## src/rtl/rv_div_unit.sv

```systemverilog
// rv_div_unit: multi-cycle RV32M DIV/DIVU/REM/REMU, restoring shift-subtract,
// one quotient bit per cycle. Fixed latency of N+2 cycles per operation.
// Optional macro DIV_EARLY_OUT_EN: divide-by-zero and signed overflow skip
// the iteration phase and complete in 2 cycles.
module rv_div_unit #(
  parameter int unsigned N = 32
) (
  input  logic         clk,
  input  logic         rst,
  input  logic         start,
  input  logic [1:0]   op,
  input  logic [N-1:0] A,
  input  logic [N-1:0] B,
  output logic         busy,
  output logic         done,
  output logic [N-1:0] result
);

  localparam int unsigned CW = $clog2(N);

  typedef enum logic [1:0] {
    IDLE = 2'd0,
    CALC = 2'd1,
    FIX  = 2'd2
  } state_t;

  state_t state, state_nxt;

  logic [CW-1:0] cnt;
  logic [N-1:0]  dvd;      // dividend magnitude, becomes the quotient
  logic [N-1:0]  rem;      // partial remainder
  logic [N-1:0]  dsr;      // divisor magnitude
  logic [N-1:0]  a_raw;    // original dividend, remainder for divide-by-zero
  logic          op_rem;
  logic          neg_q;
  logic          neg_r;
  logic          b_zero;
  logic          ovf;

  logic          load;
  logic          step;
  logic          busy_d;
  logic          done_d;
  logic [N-1:0]  result_d;

  // Operand classification at capture time
  logic          is_signed;
  logic          bzero_in;
  logic          ovf_in;
  logic [N-1:0]  a_mag;
  logic [N-1:0]  b_mag;

  assign is_signed = ~op[0];
  assign bzero_in  = (B == '0);
  assign ovf_in    = is_signed & (A == {1'b1, {(N-1){1'b0}}}) & (&B);
  assign a_mag     = (is_signed && A[N-1]) ? -A : A;
  assign b_mag     = (is_signed && B[N-1]) ? -B : B;

  // One restoring step; the extra top bit is the borrow of the trial subtract
  logic [N+1:0]  shifted;
  logic [N+1:0]  diff;
  logic          qbit;
  logic [N-1:0]  rem_nxt;

  assign shifted = {1'b0, rem, dvd[N-1]};
  assign diff    = shifted - {2'b00, dsr};
  assign qbit    = ~diff[N+1];
  assign rem_nxt = qbit ? diff[N-1:0] : shifted[N-1:0];

  // Sign correction and RISC-V special cases applied over the iterated value
  logic [N-1:0]  q_fix;
  logic [N-1:0]  r_fix;
  logic [N-1:0]  fix_val;

  always_comb begin
    q_fix = neg_q ? -dvd : dvd;
    r_fix = neg_r ? -rem : rem;
    if (b_zero) begin
      q_fix = '1;
      r_fix = a_raw;
    end else if (ovf) begin
      q_fix = {1'b1, {(N-1){1'b0}}};
      r_fix = '0;
    end
    fix_val = op_rem ? r_fix : q_fix;
  end

  // State register
  always_ff @(posedge clk) begin
    if (rst) state <= IDLE;
    else     state <= state_nxt;
  end

  // Next-state and control decode
  always_comb begin
    state_nxt = state;
    load      = 1'b0;
    step      = 1'b0;
    busy_d    = 1'b0;
    done_d    = 1'b0;
    result_d  = result;
    case (state)
      IDLE: begin
        if (start) begin
          load   = 1'b1;
          busy_d = 1'b1;
`ifdef DIV_EARLY_OUT_EN
          state_nxt = (bzero_in || ovf_in) ? FIX : CALC;
`else
          state_nxt = CALC;
`endif
        end
      end
      CALC: begin
        step   = 1'b1;
        busy_d = 1'b1;
        if (cnt == '0) state_nxt = FIX;
      end
      FIX: begin
        done_d    = 1'b1;
        result_d  = fix_val;
        state_nxt = IDLE;
      end
      default: state_nxt = IDLE;
    endcase
  end

  // Datapath and registered outputs
  always_ff @(posedge clk) begin
    if (rst) begin
      cnt    <= '0;
      dvd    <= '0;
      rem    <= '0;
      dsr    <= '0;
      a_raw  <= '0;
      op_rem <= 1'b0;
      neg_q  <= 1'b0;
      neg_r  <= 1'b0;
      b_zero <= 1'b0;
      ovf    <= 1'b0;
      busy   <= 1'b0;
      done   <= 1'b0;
      result <= '0;
    end else begin
      busy   <= busy_d;
      done   <= done_d;
      result <= result_d;
      if (load) begin
        cnt    <= CW'(N - 1);
        dvd    <= a_mag;
        rem    <= '0;
        dsr    <= b_mag;
        a_raw  <= A;
        op_rem <= op[1];
        neg_q  <= is_signed & (A[N-1] ^ B[N-1]);
        neg_r  <= is_signed & A[N-1];
        b_zero <= bzero_in;
        ovf    <= ovf_in;
      end else if (step) begin
        cnt <= cnt - CW'(1);
        dvd <= {dvd[N-2:0], qbit};
        rem <= rem_nxt;
      end
    end
  end

endmodule

```

## config.mk

```make
export PLATFORM = sky130hd
export DESIGN_NAME = rv_div_unit
export DESIGN_NICKNAME = d
export VERILOG_FILES = /design/src/rtl/rv_div_unit.sv
export SDC_FILE = /design/constraint.sdc
export NUM_CORES = 1
export LEC_CHECK = 0
export CAP_MARGIN = 20
export CORE_ASPECT_RATIO = 1.5
export CORE_MARGIN = 1
export CORE_UTILIZATION = 25
export CTS_BUF_LIST = sky130_fd_sc_hd__clkbuf_8
export DETAILED_ROUTE_END_ITERATION = 16
export PLACE_DENSITY_LB_ADDON = 0.2
export SYNTH_ARGS = -nofsm -noshare
export SYNTH_HDL_FRONTEND = slang
export SYNTH_SLANG_ARGS = --single-unit
```

## constraint.sdc

```tcl
create_clock -name clk -period 3.7 [get_ports clk]
set_clock_uncertainty 0.1 [all_clocks]
set_input_delay 0.74 -clock clk [delete_from_list [all_inputs] [get_ports clk]]
set_output_delay 0.74 -clock clk [all_outputs]
set_load 0.05 [all_outputs]
```

==> metrics.txt, run 1 <==
outcome completed; largest family of logic cells by synthesized area compound AO/OA/AOI/OAI gates; Cell Area, Synth 11500 um2; Clk pin slew, worst setup/hold paths 0.09 ns; Routed WL per cell roughly 19 um; GRT Total Usage 18.7%; WS Path Type in2reg; TritonCTS clock tree yes; Async S/R FF share, synth 0%; Hold Vio Cnt, Final 0; period utilisation layout 95.4%; CP arrival between 3 and 4 ns; max-slew violations 0; Crit Path Max Fanout 4; Synth Area in Compound Gates 27.8%; P&R area growth vs syn 20.8%; number of buffers added on ports between 100 and 150; XOR/XNOR Fraction of Synth Area 10.3%; Critical Path End dsr[30]; CTS Sinks 174; CP Cell Sequence clkdlybuf4s50_1 -> nor4_2 -> nand2_1 -> or4_4 -> or4_4 -> or4_4 -> nand2b_4 -> o41ai_2 -> xor2_1 -> a211oi_1; sequential cell area 3480 um2; synthesized area per cell about 7.3 um2; Die Ht ~260 um; R2R Setup Slk 0.25 ns; syn_nets roughly 1700; number of setup violations in the final report 0; critical path launch point B[4]; post-synthesis mux area share 0.532%; worst-skew pair later-pin latency 0.52 ns; Die W 177 um; reg2reg end rem[28]; hold_buf cts 0; commonest non-fill, non-tap cell in the layout nand2_1; Routed WL 43.4 mm; first-pass GRT wire length 67.4 mm; Buf/Inv on CP 1; max cap viols 0; Ys Warns 0; Post-Synth Adder-Cell Area 4.41%; Mapped Cells 1582; Starting Density 25.3%; Slew Limit Headroom 42.9%; Worst Reg2Reg Path Length in Cells 13; share of cells above drive strength 1 6.97%; most frequent cells in the layout nand2_1 (221), dfxtp_1 (174), a21oi_1 (166), nor2_1 (163), o21ai_0 (127); Vias 11800; Peak Freq ~280 MHz; Core ar. 45600 um2; vias in the first global route 11400; clk root buf clkbuf_8; fin util 30.5%; HPWL Detailed 33.2 mm; CTS Buf Count 17; Synth cell types 65; Top FF cell, synth dfxtp_1; gr ovfl total 0; Multi-input gate area about 7400 um2; fin nets 1775; PwrDens 423 nW/um2; worst slew pin tran roughly 0.86 ns; Antenna Violating Nets Remaining 0; minimum clock period after layout between 3 and 4 ns; H-Tree Depth 4; post-synthesis simple-gate area fraction approximately a fifth; Max clock buf depth 2; RSZ-0062 raised after global routing no; crit-path most repeated cell or4_4; Top delay family on crit path simple AND/OR/NAND/NOR gates; critical path endpoint category flop; Seq cells post-synth 174; Worst EP required approximately 4.0 ns; Reg-to-Reg Start dvd[31]; drt first pass iters 5; CP Depth 10; drt via density 5.18; # resized after CTS 0; worst min path class reg2reg; DRC viols 0; delay of the slowest critical-path stage 0.49 ns; postcts setup bufs 0; pin count of the biggest net entering global routing 102; EDFF count, synth 0; CP max stage cell or4_4; Power Total 5890 uW; sequential area share after synthesis 30.2%; initial antenna violation count 1; io pins 103; First DRT Iteration DRCs about 700; GP Congestion 0.873; worst IR drop on VDD 0.254 mV; row cnt 96; leakage power 0.00515 uW; CP startpoint kind input pin; Layout fillers ~5100; die area 47000 um2
[stage by stage]
stage	setup TNS, ns	setup WS [ns]	cell area (um2)	hold slack [ns]	cells
6_report	0	0.171	13900	0.359	2268
5_1_grt	0	0.0125	13900	0.367	2268
4_1_cts	0	0.188	13900	0.359	2267
3_5_place_dp	-1.73	-0.359	13500	0.346	2235
3_3_place_gp	-1.36	-0.306	13500	0.340	2235
2_1_floorplan	0	0.256	11500	0.331	1582
[layout make-up]
cell class	count	area share, %
clock inverter	12	1.37
antenna	1	0.0180
multi-input combinational	1245	53.5
tap	588	5.28
timing repair buffer	171	11.3
clock buffer	20	1.98
inverter	57	1.54
sequential	174	25.0
[how the worst min path moves through the flow]
stage	startpoint	to	slack, ns	cells past startpoint
4_1_cts	a_raw[25]	a_raw[25]	0.36	2
3_5_place_dp	a_raw[25]	a_raw[25]	0.35	2
2_1_floorplan	a_raw[15]	a_raw[15]	0.33	2
5_1_grt	result[9]	result[9]	0.37	2
6_report	a_raw[25]	a_raw[25]	0.36	2
3_3_place_gp	a_raw[0]	a_raw[0]	0.34	2
[metal layers]
metal	GRT usage, %	vias to the layer above	wire length [um]
met1	21.1	5578	17600
met4	6.88	0	1310
met3	2.14	62	1350
met5	0	-	0
li1	-	5829	-
met2	35.1	284	23100
[state kept, by name (all words and copies together), names as in the netlist, 2 cells and up]
signal / count
result: 32
state: 2
rem: 32
dvd: 32
cnt: 5
dsr: 32
a_raw: 32
[cell usage after synthesis (10+ instances only)]
cell type	number	area, um2
a211oi_1	52	390
a21o_1	19	143
a21oi_1	166	831
a311oi_1	25	219
clkbuf_1	98	368
dfxtp_1	174	3480
ha_1	39	488
inv_1	57	214
nand2_1	222	833
nand2b_1	14	87.6
nand3_1	18	90.1
nand4_1	14	87.6
nor2_1	163	612
nor3_1	31	155
nor4_1	25	156
o211ai_1	10	75.1
o21ai_0	127	636
o22ai_1	16	100
o31ai_1	29	218
o41ai_1	20	175
or3_1	18	113
xnor2_1	73	639
xor2_1	63	552
[power by group]
group | internal (uW) | total, uW | switching [uW]
Combinational | 816 | 2090 | 1270
Sequential | 2020 | 2190 | 174
Clock | 851 | 1610 | 760
Total | 3690 | 5890 | 2200
[worst min-delay path, cell delays in order (launching register included)]
cell     delay (ns)
dfxtp_1        0.32
nand2_1        0.05
a21oi_1        0.05
[cell families after synthesis]
kind of cell	after synthesis
simple gates	549
xor+xnor	136
mux	6
compound gates	514
flops	174
fa+ha+maj	40
buf+inv	163
No activity file was read; power rests on OpenSTA's default activity.
==> inputs of run 2 (changes only) <==
SKIP_LAST_GASP = 1   (was unset)
==> results of run 2 <==
No change in the layout: final DEF, timing and power equal those of run 1.
